--- src/rtl/tpu_pkg.sv ---
// tpu_pkg: shared NPU instruction format, address widths and MMU sequencer state encoding
package tpu_pkg;
    localparam int BUFFER_ADDRESS_WIDTH      = 16;
    localparam int ACCUMULATOR_ADDRESS_WIDTH = 16;
    localparam int LENGTH_WIDTH              = 16;

    typedef struct packed {
        logic [1:0]                           opcode;
        logic [LENGTH_WIDTH-1:0]              calc_len;
        logic [BUFFER_ADDRESS_WIDTH-1:0]      buff_addr;
        logic [ACCUMULATOR_ADDRESS_WIDTH-1:0] acc_addr;
    } instruction_t;

    typedef enum logic {IDLE, RUN} mmu_seq_state_t;
endpackage

--- src/rtl/cellrv32_npu_delay_line.sv ---
// cellrv32_npu_delay_line: enable-gated shift register carrying a valid bit and payload,
// with a flag that reports whether any stage still holds a valid entry
module cellrv32_npu_delay_line #(
    parameter int WIDTH = 8,
    parameter int DEPTH = 1
) (
    input  logic             clk_i,
    input  logic             rstn_i,
    input  logic             en_i,
    input  logic             valid_i,
    input  logic [WIDTH-1:0] data_i,
    output logic             valid_o,
    output logic [WIDTH-1:0] data_o,
    output logic             any_o
);
    logic [DEPTH-1:0]            vld;
    logic [DEPTH-1:0][WIDTH-1:0] dat;

    always_ff @(posedge clk_i or negedge rstn_i) begin
        if (!rstn_i) begin
            vld <= '0;
            dat <= '0;
        end else if (en_i) begin
            vld[0] <= valid_i;
            dat[0] <= data_i;
            for (int i = 1; i < DEPTH; i++) begin
                vld[i] <= vld[i-1];
                dat[i] <= dat[i-1];
            end
        end
    end

    assign valid_o = vld[DEPTH-1];
    assign data_o  = dat[DEPTH-1];
    assign any_o   = |vld;
endmodule

--- src/rtl/cellrv32_npu_mmu_sequencer.sv ---
// cellrv32_npu_mmu_sequencer: queued matrix-multiply issue FSM driving buffer, SDS/MMU and accumulator.
// Optional NPU_MMU_SEQ_PERF_CNT_EN adds saturating issued-row and stall-cycle counters.
module cellrv32_npu_mmu_sequencer
    import tpu_pkg::*;
#(
    parameter int MATRIX_WIDTH     = 14,
    parameter int INST_QUEUE_DEPTH = 2,
    parameter int SDS_LATENCY      = 3,
    parameter int ACC_LATENCY      = MATRIX_WIDTH + 2
) (
    input  logic                                 clk_i,
    input  logic                                 rstn_i,
    input  logic                                 enable_i,
    input  logic                                 flush_i,
    input  instruction_t                         inst_i,
    input  logic                                 inst_valid_i,
    output logic                                 inst_ready_o,
`ifdef NPU_MMU_SEQ_PERF_CNT_EN
    input  logic                                 perf_clr_i,
    output logic [31:0]                          perf_rows_o,
    output logic [31:0]                          perf_stall_o,
`endif
    output logic [BUFFER_ADDRESS_WIDTH-1:0]      buff_sds_addr_o,
    output logic                                 buff_read_en_o,
    output logic                                 mmu_sds_en_o,
    output logic                                 mmu_signed_o,
    output logic                                 act_wei_o,
    output logic [ACCUMULATOR_ADDRESS_WIDTH-1:0] acc_addr_o,
    output logic                                 acc_o,
    output logic                                 acc_en_o,
    output logic                                 busy_o,
    output logic                                 resource_busy_o
);
    localparam int PW = INST_QUEUE_DEPTH > 1 ? $clog2(INST_QUEUE_DEPTH) : 1;
    localparam int CW = $clog2(INST_QUEUE_DEPTH + 1);
    localparam int WW = MATRIX_WIDTH > 1 ? $clog2(MATRIX_WIDTH) : 1;
    localparam int AW = ACCUMULATOR_ADDRESS_WIDTH;

    instruction_t   q_mem [INST_QUEUE_DEPTH];
    instruction_t   head;
    logic [PW-1:0]  wr_ptr, rd_ptr;
    logic [CW-1:0]  q_cnt;
    logic           q_empty, q_full, push, pop, load, issue, last_row;
    mmu_seq_state_t state_q, state_d;
    logic [LENGTH_WIDTH-1:0]         row_cnt, len_q;
    logic [WW-1:0]                   wcnt;
    logic [BUFFER_ADDRESS_WIDTH-1:0] buf_addr;
    logic [AW-1:0]                   acc_addr, iss_acc_addr, sds_acc_addr;
    logic accum, sgn, iss_sgn, iss_act, iss_accum, sds_accum, sds_any, acc_any;

    assign q_empty      = q_cnt == '0;
    assign q_full       = q_cnt == CW'(INST_QUEUE_DEPTH);
    assign inst_ready_o = !q_full;
    assign push         = inst_valid_i && !q_full && !flush_i;
    assign head         = q_mem[rd_ptr];

    always_ff @(posedge clk_i)
        if (push) q_mem[wr_ptr] <= inst_i;

    always_ff @(posedge clk_i or negedge rstn_i) begin
        if (!rstn_i) begin
            wr_ptr <= '0;
            rd_ptr <= '0;
            q_cnt  <= '0;
        end else if (flush_i) begin
            wr_ptr <= '0;
            rd_ptr <= '0;
            q_cnt  <= '0;
        end else begin
            if (push) wr_ptr <= wr_ptr == PW'(INST_QUEUE_DEPTH - 1) ? '0 : wr_ptr + 1'b1;
            if (pop) rd_ptr <= rd_ptr == PW'(INST_QUEUE_DEPTH - 1) ? '0 : rd_ptr + 1'b1;
            q_cnt <= q_cnt + CW'(push) - CW'(pop);
        end
    end

    always_ff @(posedge clk_i or negedge rstn_i)
        if (!rstn_i) state_q <= IDLE;
        else state_q <= state_d;

    always_comb
        state_d = flush_i ? IDLE : !enable_i ? state_q : load ? RUN :
                  (state_q == RUN && !last_row) ? RUN : IDLE;

    // A pop on the last row reloads in the same cycle, so chained instructions run bubble-free
    always_comb begin
        last_row = row_cnt == len_q - 1'b1;
        issue    = enable_i && state_q == RUN;
        pop      = enable_i && !flush_i && !q_empty && (state_q == IDLE || last_row);
        load     = pop && head.calc_len != '0;
    end

    always_ff @(posedge clk_i or negedge rstn_i) begin
        if (!rstn_i) begin
            row_cnt  <= '0;
            len_q    <= '0;
            wcnt     <= '0;
            buf_addr <= '0;
            acc_addr <= '0;
            accum    <= 1'b0;
            sgn      <= 1'b0;
        end else if (load) begin
            row_cnt  <= '0;
            len_q    <= head.calc_len;
            wcnt     <= '0;
            buf_addr <= head.buff_addr;
            acc_addr <= head.acc_addr;
            accum    <= head.opcode[1];
            sgn      <= head.opcode[0];
        end else if (issue) begin
            row_cnt  <= row_cnt + 1'b1;
            wcnt     <= wcnt == WW'(MATRIX_WIDTH - 1) ? '0 : wcnt + 1'b1;
            buf_addr <= buf_addr + 1'b1;
            acc_addr <= acc_addr + 1'b1;
        end
    end

    always_ff @(posedge clk_i or negedge rstn_i) begin
        if (!rstn_i) begin
            buff_read_en_o  <= 1'b0;
            buff_sds_addr_o <= '0;
            iss_sgn         <= 1'b0;
            iss_act         <= 1'b0;
            iss_accum       <= 1'b0;
            iss_acc_addr    <= '0;
        end else if (enable_i) begin
            buff_read_en_o  <= issue;
            buff_sds_addr_o <= issue ? buf_addr : '0;
            iss_sgn         <= issue && sgn;
            iss_act         <= issue && wcnt == '0;
            iss_accum       <= issue && accum;
            iss_acc_addr    <= issue ? acc_addr : '0;
        end
    end

    cellrv32_npu_delay_line #(.WIDTH(AW + 3), .DEPTH(SDS_LATENCY)) u_sds_dly (
        .clk_i   (clk_i),
        .rstn_i  (rstn_i),
        .en_i    (enable_i),
        .valid_i (buff_read_en_o),
        .data_i  ({iss_sgn, iss_act, iss_accum, iss_acc_addr}),
        .valid_o (mmu_sds_en_o),
        .data_o  ({mmu_signed_o, act_wei_o, sds_accum, sds_acc_addr}),
        .any_o   (sds_any)
    );

    cellrv32_npu_delay_line #(.WIDTH(AW + 1), .DEPTH(ACC_LATENCY)) u_acc_dly (
        .clk_i   (clk_i),
        .rstn_i  (rstn_i),
        .en_i    (enable_i),
        .valid_i (mmu_sds_en_o),
        .data_i  ({sds_accum, sds_acc_addr}),
        .valid_o (acc_en_o),
        .data_o  ({acc_o, acc_addr_o}),
        .any_o   (acc_any)
    );

    assign busy_o          = state_q == RUN || !q_empty;
    assign resource_busy_o = busy_o || buff_read_en_o || sds_any || acc_any;

`ifdef NPU_MMU_SEQ_PERF_CNT_EN
    always_ff @(posedge clk_i or negedge rstn_i) begin
        if (!rstn_i) begin
            perf_rows_o  <= '0;
            perf_stall_o <= '0;
        end else if (perf_clr_i) begin
            perf_rows_o  <= '0;
            perf_stall_o <= '0;
        end else begin
            if (issue && perf_rows_o != '1) perf_rows_o <= perf_rows_o + 1'b1;
            if (busy_o && !enable_i && perf_stall_o != '1) perf_stall_o <= perf_stall_o + 1'b1;
        end
    end
`endif
endmodule

--- config.mk ---
export PLATFORM = sky130hd
export DESIGN_NAME = cellrv32_npu_mmu_sequencer
export DESIGN_NICKNAME = d
export VERILOG_FILES = /design/src/rtl/tpu_pkg.sv /design/src/rtl/cellrv32_npu_delay_line.sv /design/src/rtl/cellrv32_npu_mmu_sequencer.sv
export SDC_FILE = /design/constraint.sdc
export NUM_CORES = 1
export LEC_CHECK = 0
export BUFFER_PORTS_ARGS = -buffer_cell sky130_fd_sc_hd__buf_4
export CORE_MARGIN = 2
export CORE_UTILIZATION = 57
export CTS_BUF_LIST = sky130_fd_sc_hd__clkbuf_2 sky130_fd_sc_hd__clkbuf_4 sky130_fd_sc_hd__clkbuf_8
export DETAILED_ROUTE_END_ITERATION = 12
export PLACE_DENSITY = 0.77
export SYNTH_ARGS = -nofsm -noshare
export SYNTH_HDL_FRONTEND = slang
export SYNTH_SLANG_ARGS = --single-unit
--- constraint.sdc ---
create_clock -name clk_i -period 3.5 [get_ports clk_i]
set_input_delay 0 -clock clk_i [delete_from_list [all_inputs] [get_ports clk_i]]
set_output_delay 0 -clock clk_i [all_outputs]
set_load 0.02 [all_outputs]
# == Yosys cells after proc, flatten, opt, wreduce, memory -nomap -nowiden ==
# Memory sizes are Yosys's and may differ from the RTL's.
# Index checks and enable logic that the tools add are counted.
# totals
ram_bits,100
memories,1
ff_bits,459
elab_cells,105
inputBits,55
# memory_table
name,depth,word_bits,read_ports,rd_ports_with_merged_regs,wr,line_no,source
q_mem,2,50,1,0,1,cellrv32_npu_mmu_sequencer.sv:39,instruction_t q_mem [INST_QUEUE_DEPTH];
# classes
n_reduce_logical,29
n_eq_ne,3
n_mux,24
bitwise,1
addsub,9
# ops
op,n
$mux 16,8
$add 16x1->16 const B,3
$eq 16x16->1,1
$reduce_bool 16->1,1
$reduce_or 16->1,1
$sub 16x1->16 const B,1
$mux 1,12
$mux 4,3
$logic_and 1x1->1,11
$reduce_bool 2->1,4
$logic_or 1x1->1,5
$add 4x1->4 const B,1
$eq 4x4->1 const B,1
$logic_not 1->1,4
$logic_not 4->1,1
$reduce_or 3->1,1
$add 1x1->1 const B,2
$add 2x1->2,1
$eq 2x2->1 const B,1
$logic_not 2->1,1
$mux 2,1
$sub 2x1->2,1
$not 1->1,1

# == Depth between registers and ports, before layout ==
# Gate-level depths: netlist of the first run.
# depth
depth_word,8
depth_mapped,15
depth_no_buf,15

# == By module ==
# A second synthesis of the first run with hierarchy kept.
# unflattened
hier_cells,1905
hier_area_um2,24851.3
# by_module_without_submodules
module,area_each_um2,n_inst,cells_each
cellrv32_npu_mmu_sequencer,11237.0,1,1128
cellrv32_npu_delay_line at u_acc_dly,10931.7,1,630
cellrv32_npu_delay_line at u_sds_dly,2682.6,1,147

# == Worst setup path after synthesis of the first run ==
# No wires, ideal clock.
# synth_path
path_type,register to register
from,register q_cnt[1]
to,"memory q_mem[0][0] (netlist name), enable pin"
slack_ns,-0.066
synth_period_minus_slack_ns,3.566
path_stages_with_launch,5
setup_time_ns,0.458
required_time_ns,3.042
n_path_buf,0
t_arrival_ns,3.109
path_cell_list,dfrtp_1 > nand2b_1 > nand2_1 > or2_2 > nor2_1
# synth_between
elab_chain_len,6
# synth_rtl
element,line_no,source
start: declaration,cellrv32_npu_mmu_sequencer.sv:42,logic [CW-1:0] q_cnt;
start signal: assignment,cellrv32_npu_mmu_sequencer.sv:72,q_cnt <= q_cnt + CW'(push) - CW'(pop);
$eq 2x2->1,cellrv32_npu_mmu_sequencer.sv:52,assign q_full = q_cnt == CW'(INST_QUEUE_DEPTH);
$logic_not 1->1,--,
via inst_ready_o,cellrv32_npu_mmu_sequencer.sv:17,"output logic inst_ready_o,"
$logic_and 1x1->1 (2 in a row),cellrv32_npu_mmu_sequencer.sv:54,assign push = inst_valid_i && !q_full && !flush_i;
$mux 1,cellrv32_npu_mmu_sequencer.sv:58,if (push) q_mem[wr_ptr] <= inst_i;
$mux 1 (implied by the code),cellrv32_npu_mmu_sequencer.sv:58,
end: declaration,cellrv32_npu_mmu_sequencer.sv:39,
# The timed path passes the listed nets, and every way through them passes these cells.

# == Worst setup path after layout of the first run ==
# layout_path
from,register len_q[8]
to,register q_cnt[1]
# layout_between
elab_chain_len,6
# layout_rtl
element,line_no,source
start: declaration,cellrv32_npu_mmu_sequencer.sv:45,"logic [LENGTH_WIDTH-1:0] row_cnt, len_q;"
start signal: assignment,cellrv32_npu_mmu_sequencer.sv:103,len_q <= head.calc_len;
$sub 16x1->16,cellrv32_npu_mmu_sequencer.sv:86,last_row = row_cnt == len_q - 1'b1;
$eq 16x16->1,cellrv32_npu_mmu_sequencer.sv:86,
$logic_or 1x1->1,cellrv32_npu_mmu_sequencer.sv:88,pop = enable_i && !flush_i && !q_empty && (state_q == IDLE || last_row);
$logic_and 1x1->1,cellrv32_npu_mmu_sequencer.sv:88,
$sub 2x1->2,cellrv32_npu_mmu_sequencer.sv:72,
$mux 2,cellrv32_npu_mmu_sequencer.sv:65,end else if (flush_i) begin
# Every way passes these cells.
# A chain may end at the register's enable or synchronous reset.

==> run summary, run 1 <==
Setup_tns: 0 ps
Largest stage delay, worst path: 550 ps
M1 GR Usage: 0.243
Worst Hold Class: input port to async pin
Slew Limit Fails: 0
Synth warn: 0
FF+latch count, synth: 559
Effective utilization at floorplan: 0.576
Largest delay share family, worst path: simple AND/OR/NAND/NOR gates
Routed WL: 36300 um
Initial drt markers: 562
Period utilization: 0.936
Synth top area cells: dfrtp_1 (52%), mux2_2 (19%), edfxtp_1 (14%), mux2i_1 (3.4%), xnor2_1 (1.5%)
H-tree level count: 3
Switching share of power: 0.265
Most frequent cell after synthesis: dfrtp_1
Reg area: 0.0145 sq mm
P_leak: 11.9 nW
Clk sink count: 559
Async SR Flop Fraction: 0.821
GRT Max-Usage Layer: met2
RSZ-0062 raised after global routing: no
Gr usage total: 0.184
Ant diodes: 0
Clock share of power: 0.322
Die height: 201 um
Final instance area: 0.0257 sq mm
Max frequency: 0.305 GHz
Post-synthesis sequential area ratio: 0.654
Grt met2 use: 0.305
Worst Skew: 26.2 ps
Clk buf depth: 3
R2r startpoint: len_q[8]
Synth Flop Type: dfrtp_1
Num ports: 96
PD cells: 651 mW/mm^2
Mean Syn Cell Area: 15.0 sq um
Switch Pwr: 4.43 mW
Combinational power share: 0.160
DR vias: 11896
Slew Limit Headroom: 0.382
Reg2reg end: q_cnt[1]
FILL cells: 2711
Antenna violations before repair: 0
GRT Residual Overflow: 0
Netlist area before placement: 0.0221 sq mm
Distinct cells, synth: 53
DR pass1 iterations: 6
Min Tclk post-route: 3280 ps
Max FO, Critical Path: 7
Final Core Density: 0.668
Layout Cells excl Fill: 2229
Hold Fails Final Rpt: 0
Bufs and invs on worst path: 2
Core ar.: 0.0385 sq mm
Arrival time worst endpoint: 3790 ps
Syn_nets: 1536
Max-cap violations: 0
Reg power frac: 0.519
Critical Path Slowest Stage Cell: or4_1
Leading area contributor after synthesis: dfrtp_1
Number of flops mapped to enable cells by yosys: 100
Number of global-route vias before repair: 12387
Top cell type's share of synthesized area: 0.519
Worst R2R Path Depth: 13
CTS root buffer: clkbuf_8
Final setup viols: 0
First-pass GRT wire length: 61100 um
GRT met3 Usage: 0.0398
Avg WL per Cell: 16.3 um
Post-Synthesis Cells: 1472
Vias/cell: 5.34
Worst reg2reg setup slack: 220 ps
Multi-input logic area: 0.00712 sq mm
Run status: finished, final reports clean
CTS clk-pin slew, worst paths: 60 ps
Antenna viol nets, final: 0
GPL Wtd Cong: 0.795
Layout cells sized above 1: 0.373
CP required: 4010 ps
Synth top cells by count: dfrtp_1 (459), mux2_2 (364), edfxtp_1 (100), mux2i_1 (75), clkbuf_1 (57)
Die area: 0.0405 sq mm
Final HPWL DP: 22300 um
Die width: 201 um
CP Capture Type: flop
Worst skew pair latency: 620 ps
Num rows: 72
Internal power: 12.3 mW
Largest net degree at the start of global routing: 176
CTS tree: yes
Worst-path cell chain: or4_1 -> or3_1 -> a2111o_1 -> a22oi_1 -> nand4_1 -> a21bo_2 -> inv_1 -> ha_1 -> inv_1 -> ha_1 -> xor2_1 -> xnor2_1 -> nor2_1
Drt drc: 0
Layout Area Growth over Synthesis: 16.1%
Slew @ Worst Pin: 926 ps
Peak supply drop: 0.000459 V
Dpl cell area: 0.0234 sq mm
Layout Nets: 1715
Setup CP Type: flop to flop
Worst setup SP type: flop
DP Cell Count: 2023
PortBufs: 95
TritonCTS Buffers: 87
[state kept, by name, indices dropped and copies added, names as in the netlist, 16 cells and up]
name	count
u_acc_dly.dat	255
q_mem	100
u_sds_dly.dat	38
u_sds_dly.data_o	19
u_acc_dly.data_o	17
acc_addr	16
buf_addr	16
buff_sds_addr_o	16
iss_acc_addr	16
len_q	16
row_cnt	16
u_acc_dly.vld	16
[layout make-up]
class,instances,area share
multi-input cells,784,0.277
well taps,518,0.0252
inverters,45,0.00657
repair buffers,174,0.0603
clock buffers,138,0.0641
flip-flops and latches,559,0.564
clock inverters,11,0.00341
[power by group through the flow]
stage / registers (mW) / clock network, mW / logic (mW)
after global routing: 8.85 / 5.86 / 2.95
after global placement: 8.72 / 0 / 2.55
final: 8.68 / 5.38 / 2.67
after CTS: 8.67 / 5.55 / 2.69
after detailed placement: 8.79 / 0 / 2.63
after floorplan: 8.51 / 0 / 1.99
[repair_timing]
action                     CTS  global route
resized for setup            0             3
setup endpoints to repair    0            15
setup buffers                0             2
hold endpoints to repair   626             0
hold buffers                55             0
[placed cells by master, fill, tap and decap left out, types with 6 or more instances in the layout]
cell	count
mux2_2	364
buf_4	111
edfxtp_1	100
o21ai_0	37
nor2_1	37
nand2_1	29
dlygate4sd3_1	54
inv_1	44
nor4_1	15
clkbuf_4	40
mux2_1	11
ha_1	9
dfrtp_1	458
clkbuf_8	98
and3_1	8
nand4_1	8
buf_12	6
nand3_1	51
xor2_1	30
mux2i_1	75
a21oi_1	11
xnor2_1	37
[routing by layer]
| metal | vias up | share of wire |
|---|---|---|
| met5 | - | 0 |
| met4 | 0 | 0.020 |
| met3 | 49 | 0.040 |
| met2 | 197 | 0.49 |
| met1 | 6056 | 0.45 |
| li1 | 5594 | - |
[logic make-up after synthesis]
logic type | count (synthesis) | synth area share
compound gates | 76 | 0.0215
xor+xnor | 67 | 0.0265
fa+ha+maj | 9 | 0.00508
buf+inv | 129 | 0.0259
flops | 559 | 0.654
mux | 450 | 0.225
simple gates | 182 | 0.0424
[worst max-delay path by stage]
| stage | startpoint | end | slack (ps) | depth (start not counted) |
|---|---|---|---|---|
| after CTS | len_q[0] | q_cnt[1] | 160 | 15 |
| after floorplan | q_cnt[1] | q_mem[0][0] | -70 | 4 |
| after global routing | len_q[0] | q_cnt[1] | 60 | 15 |
| after detailed placement | len_q[0] | q_cnt[1] | 180 | 15 |
| final | len_q[8] | q_cnt[1] | 220 | 13 |
| after global placement | len_q[0] | q_cnt[1] | 260 | 15 |
[stage by stage]
stage                     setup WS [ps]  power, mW  hold slack [ps]
after floorplan                   -66.2       10.5             -296
after global placement              256       11.3            -30.9
after detailed placement            177       11.4            -32.4
after CTS                           161       16.9             17.2
after global routing               62.6       17.7             46.0
final                               223       16.7             28.3
[tightest hold or removal path, stage by stage]
cell           delay (ps)
dlygate4sd3_1         560
buf_8                 180
buf_16                250
(Power assumes the default switching activity.)
==> run 2: changes to the inputs <==
--- a/config.mk
+++ b/config.mk
@@ -7,7 +7,7 @@
 export LEC_CHECK = 0
 export BUFFER_PORTS_ARGS = -buffer_cell sky130_fd_sc_hd__buf_4
 export CORE_MARGIN = 2
-export CORE_UTILIZATION = 57
+export CORE_UTILIZATION = 60
 export CTS_BUF_LIST = sky130_fd_sc_hd__clkbuf_2 sky130_fd_sc_hd__clkbuf_4 sky130_fd_sc_hd__clkbuf_8
 export DETAILED_ROUTE_END_ITERATION = 12
 export PLACE_DENSITY = 0.77
==> constraint.sdc (replaced) <==
create_clock -name clk_i -period 4.25 [get_ports clk_i]
set_input_delay 0 -clock clk_i [delete_from_list [all_inputs] [get_ports clk_i]]
set_output_delay 0 -clock clk_i [all_outputs]
set_load 0.02 [all_outputs]
==> run summary, run 2 (synthesis results as in run 1) <==
Num rows: 70 (-2.8%)
Hold Fails Final Rpt: 0 (unchanged)
DR vias: 11888 (-0.067%)
Layout Nets: 1704 (-0.64%)
CTS clk-pin slew, worst paths: 60 ps (about the same)
CTS root buffer: clkbuf_8
Effective utilization at floorplan: 0.606 (+0.0307)
Commonest non-fill, non-tap cell in the layout: dfrtp_1
Setup_tns: 0 ps (unchanged)
Slew @ Worst Pin: 1060 ps (+135 ps)
Max FO, Critical Path: 9 (+2)
Final HPWL DP: 21700 um (-2.6%)
Worst R2R Path Depth: 15 (+2)
RSZ-0062 raised after global routing: no
First-pass GRT wire length: 61100 um (+0.10%)
Avg WL per Cell: 16.5 um (+1.3%)
Crit path capture: q_cnt[1]
Number of global-route vias before repair: 12508 (+0.98%)
Layout cells sized above 1: 0.370 (-0.00353)
CTS tree: yes
Worst setup SP type: flop
Slew Limit Fails: 0 (unchanged)
PD cells: 540 mW/mm^2 (-17%)
Final setup viols: 0 (unchanged)
Routed length on met3: 1150 um (-21%)
Die area: 0.0385 sq mm (-4.9%)
Max-cap violations: 0 (unchanged)
P_leak: 11.8 nW (-0.30%)
GRT Residual Overflow: 0 (unchanged)
Setup CP Type: flop to flop
Num ports: 96 (unchanged)
Min Tclk post-route: 3610 ps (+334 ps)
Drt drc: 0 (unchanged)
TritonCTS Buffers: 87 (unchanged)
Most frequent cells in the layout: dfrtp_1 (458), mux2_2 (364), clkbuf_8 (102)
Worst reg2reg setup slack: 640 ps (+420 ps)
GPL Wtd Cong: 0.800 (+0.60%)
Reg2reg end: q_cnt[1]
Period utilization: 0.850 (-0.0867)
Worst Skew: 17.4 ps (-8.73 ps)
Peak supply drop: 0.000335 V (-27%)
H-tree level count: 3 (unchanged)
Max frequency: 0.277 GHz (-9.2%)
Vias/cell: 5.48 (+2.6%)
Routed WL: 35800 um (-1.3%)
Final Core Density: 0.700 (+0.0317)
Met2 WL: 17500 um (-2.2%)
Gr usage total: 0.196 (+0.0118)
CP Launch Point: len_q[0]
Run status: finished, final reports clean
Top Registers: u_acc_dly.dat (255), q_mem (100), u_sds_dly.dat (38)
Ant diodes: 0 (unchanged)
Top layer in use: met4
CP Capture Type: flop
DRT met1 WL: 16100 um (-0.25%)
Largest net degree at the start of global routing: 198 (+13%)
Max reg flops: 255 (unchanged)
Worst Hold Class: input port to async pin
PortBufs: 95 (unchanged)
DR pass1 iterations: 6 (unchanged)
Worst skew pair latency: 620 ps (about the same)
Die height: 196 um (-2.5%)
Antenna viol nets, final: 0 (unchanged)
Arrival time worst endpoint: 4120 ps (+330 ps)
Clk sink count: 559 (unchanged)
CP required: 4760 ps (+750 ps)
Antenna violations before repair: 0 (unchanged)
Core ar.: 0.0365 sq mm (-5.1%)
Top reg by flops: u_acc_dly.dat
Clk buf depth: 3 (unchanged)
Layout Area Growth over Synthesis: 15.4%
Hold WS: 65.0 ps (+36.7 ps)
Initial drt markers: 597 (+6.2%)
Die width: 196 um (-2.5%)
Slew Limit Headroom: 0.293 (-0.0897)
R2r startpoint: len_q[0]
-- run 2: critical path: stages, from the launching register on --
cell	delay, ps
dfrtp_1	420
inv_1	100
ha_1	250
nor3b_2	440
and4_1	240
o21ai_0	80
a2111oi_0	500
nand4_1	290
a21bo_2	320
inv_1	60
ha_1	220
inv_1	60
ha_1	140
xor2_1	170
xnor2_1	140
nor2_1	50
-- run 2: what timing repair did --
item / CTS / global route
endpoints found under the hold margin: 260 / 0
setup buffers: 0 / 0
hold buffers: 54 / 0
gates resized for setup: 0 / 0
-- run 2: how the worst min path moves through the flow --
stage / from / end / slack (ps) / depth (start not counted)
finish: rstn_i / u_acc_dly.dat[92] / 60 / 2
global placement: rstn_i / u_acc_dly.dat[109] / 150 / 1
floorplan: rstn_i / acc_addr[0] / -300 / 0
CTS: rstn_i / u_acc_dly.dat[230] / 40 / 2
global route: inst_i[14] / q_mem[0][14] / 60 / 2
detailed placement: rstn_i / u_acc_dly.dat[125] / 140 / 1
-- run 2: per-stage QoR --
stage | instance area (sq um) | cells | power (mW) | worst slack (ps)
global placement | 23300 | 1965 | 9.25 | 825
finish | 25600 | 2171 | 13.8 | 639
detailed placement | 23300 | 1965 | 9.37 | 708
floorplan | 22200 | 1472 | 8.65 | 684
global route | 25600 | 2171 | 14.6 | 226
CTS | 25600 | 2171 | 14.0 | 702
-- run 2: power by group --
part	total (mW)	leakage (nW)	internal, mW	switching, mW
Sequential	7.15	7.17	6.43	0.724
Combinational	2.16	3.70	1.17	0.989
Clock	4.49	0.957	2.56	1.93
Total	13.8	11.8	10.2	3.64
-- run 2: area by class of cell --
| cell class | count | area [sq um] |
|---|---|---|
| Tap cell | 468 | 586 |
| Multi-Input combinational cell | 784 | 7100 |
| Inverter | 45 | 169 |
| Timing Repair Buffer | 163 | 1450 |
| Fill cell | 2414 | 11000 |
| Sequential cell | 559 | 14500 |
| Clock buffer | 140 | 1690 |
| Clock inverter | 12 | 87.6 |
-- run 2: routing by layer --
layer / vias up / GRT usage
met5: - / 0
met4: 0 / 0.0822
met3: 74 / 0.0419
met2: 169 / 0.322
met1: 6070 / 0.256
li1: 5575 / -
==> run 3: changes to the inputs <==
--- a/config.mk
+++ b/config.mk
@@ -7,7 +7,7 @@
 export LEC_CHECK = 0
 export BUFFER_PORTS_ARGS = -buffer_cell sky130_fd_sc_hd__buf_4
 export CORE_MARGIN = 2
-export CORE_UTILIZATION = 60
+export CORE_UTILIZATION = 57
 export CTS_BUF_LIST = sky130_fd_sc_hd__clkbuf_2 sky130_fd_sc_hd__clkbuf_4 sky130_fd_sc_hd__clkbuf_8
 export DETAILED_ROUTE_END_ITERATION = 12
 export PLACE_DENSITY = 0.77
==> constraint.sdc (replaced) <==
create_clock -name clk_i -period 3 [get_ports clk_i]
set_input_delay 0 -clock clk_i [delete_from_list [all_inputs] [get_ports clk_i]]
set_output_delay 0 -clock clk_i [all_outputs]
set_load 0.02 [all_outputs]
==> run summary, run 3 (synthesis results as in run 1) <==
Run status: complete, but fails checks
Failing checks: negative setup slack
Antenna violations before repair: 0 (unchanged)
Setup CP Type: flop to flop
GRT Max-Usage Layer: met2
DR vias: 12246 (+3.0%)
Top Registers: u_acc_dly.dat (255), q_mem (100), u_sds_dly.dat (38)
Num ports: 96 (unchanged)
Top reg by flops: u_acc_dly.dat
FILL cells: 2557 (+5.9%)
CTS clk-pin slew, worst paths: 60 ps (about the same)
Effective utilization at floorplan: 0.576 (-0.0307)
Most frequent cells in the layout: dfrtp_1 (458), mux2_2 (362), buf_4 (139)
PortBufs: 95 (unchanged)
Num rows: 72 (+2.9%)
CTS root buffer: clkbuf_8
Clk sink count: 559 (unchanged)
Initial drt markers: 608 (+1.8%)
Design Power: 20.4 mW (+48%)
Die width: 201 um (+2.5%)
CTS tree: yes
Period utilization: 1.09 (+0.243)
TritonCTS Buffers: 87 (unchanged)
Worst reg2reg setup slack: -280 ps (-920 ps)
Die area: 0.0405 sq mm (+5.2%)
Layout Area Growth over Synthesis: 19.6%
GPL Wtd Cong: 0.788 (-1.6%)
Layout Nets: 1756 (+3.1%)
CP required: 3500 ps (-1260 ps)
Drt drc: 0 (unchanged)
Slew Limit Headroom: 0.361 (+0.0681)
Setup_tns: -11960 ps (-11960 ps)
Vias/cell: 5.37 (-2.0%)
CP Capture Type: flop
PD cells: 769 mW/mm^2 (+42%)
GRT met3 Usage: 0.0392 (-0.00275)
Worst Hold Class: input port to async pin
Clk buf depth: 3 (unchanged)
Peak supply drop: 0.000636 V (+90%)
Number of global-route vias before repair: 13071 (+4.5%)
Final HPWL DP: 23100 um (+6.4%)
P_leak: 12.2 nW (+3.4%)
Min Tclk post-route: 3280 ps (-332 ps)
Hold WS: 55.4 ps (-9.55 ps)
M1 GR Usage: 0.248 (-0.00786)
Die height: 201 um (+2.5%)
Worst setup SP type: flop
Largest net degree at the start of global routing: 158 (-20%)
Antenna viol nets, final: 0 (unchanged)
Max reg flops: 255 (unchanged)
Hold Fails Final Rpt: 0 (unchanged)
Gr usage total: 0.194 (-0.00214)
DR pass1 iterations: 5 (-1)
RSZ-0062 raised after global routing: yes
Worst skew pair latency: 640 ps (+20 ps)
Arrival time worst endpoint: 3780 ps (-340 ps)
Final setup viols: 72 (+72)
Max FO, Critical Path: 7 (-2)
Slew @ Worst Pin: 959 ps (-102 ps)
Grt met2 use: 0.325 (+0.00325)
Worst Skew: 32.3 ps (+14.9 ps)
Commonest non-fill, non-tap cell in the layout: dfrtp_1
Layout cells sized above 1: 0.410 (+0.0396)
Slew Limit Fails: 0 (unchanged)
Routed WL: 38000 um (+6.3%)
Worst R2R Path Depth: 13 (-2)
H-tree level count: 3 (unchanged)
Setup slack after layout: -278 ps (-918 ps)
Max-cap violations: 0 (unchanged)
Max frequency: 0.305 GHz (+10%)
R2r startpoint: len_q[11]
Reg2reg end: sgn
Avg WL per Cell: 16.7 um (+1.2%)
Core ar.: 0.0385 sq mm (+5.3%)
Ant diodes: 0 (unchanged)
First-pass GRT wire length: 64100 um (+4.9%)
GRT Residual Overflow: 0 (unchanged)
==> run 3: layout make-up <==
type,instances,area [sq um],area share
Clock buffer,140,1750,0.0659
Clock inverter,20,150,0.00567
Inverter,45,171,0.00647
Multi-Input combinational cell,784,7280,0.275
Sequential cell,559,14500,0.547
Tap cell,518,648,0.0245
Timing Repair Buffer,215,2010,0.0758
==> run 3: metrics by stage <==
stage / instance area, sq um / setup WS (ps) / utilization / instances
3_5_place_dp: 23600 / -198 / 0.614 / 2054
4_1_cts: 26300 / -186 / 0.684 / 2278
3_3_place_gp: 23600 / -91.8 / 0.614 / 2054
6_report: 26500 / -278 / 0.689 / 2281
2_1_floorplan: 22200 / -566 / - / 1472
5_1_grt: 26500 / -451 / 0.689 / 2281
==> run 3: what timing repair did <==
action	CTS	global route
pin swaps	9	10
hold endpoints to repair	239	0
resized for setup	25	40
setup buffers	7	2
cloned	3	3
hold buffers	54	0
setup endpoints to repair	59	72
==> run 3: report_power, final <==
part	internal [mW]	leakage [nW]	switching, mW	total, mW
logic	2.01	4.06	1.64	3.66
clock network	3.86	1.01	2.79	6.65
registers	9.10	7.17	0.966	10.1
total	15.0	12.2	5.40	20.4
==> run 3: critical path: stages, from the launching register on <==
cell	delay [ps]
dfrtp_1	370
buf_4	140
buf_4	140
nor4_1	250
buf_4	190
xnor2_1	80
o31a_1	250
a2111oi_1	430
nand4_1	270
buf_4	220
a21oi_4	220
buf_6	150
buf_16	140
mux2_4	300
==> run 3: routing by layer <==
layer | vias to the layer above | wire length [um] | share of wire
met5 | - | 0 | 0
met3 | 77 | 1420 | 0.037
met2 | 234 | 19300 | 0.51
li1 | 5686 | - | -
met1 | 6249 | 16300 | 0.43
met4 | 0 | 1040 | 0.027
==> run 3: worst max path at each step <==
stage                         start     endpoint  slack (ps)  cells after the start
after global routing       len_q[1]     q_cnt[1]        -450                     15
after detailed placement  len_q[11]     q_cnt[1]        -200                     13
after floorplan            q_cnt[1]  q_mem[0][0]        -570                      4
after global placement    len_q[11]     q_cnt[1]         -90                     13
after CTS                  len_q[8]     q_cnt[1]        -190                     13
final                     len_q[11]          sgn        -280                     13
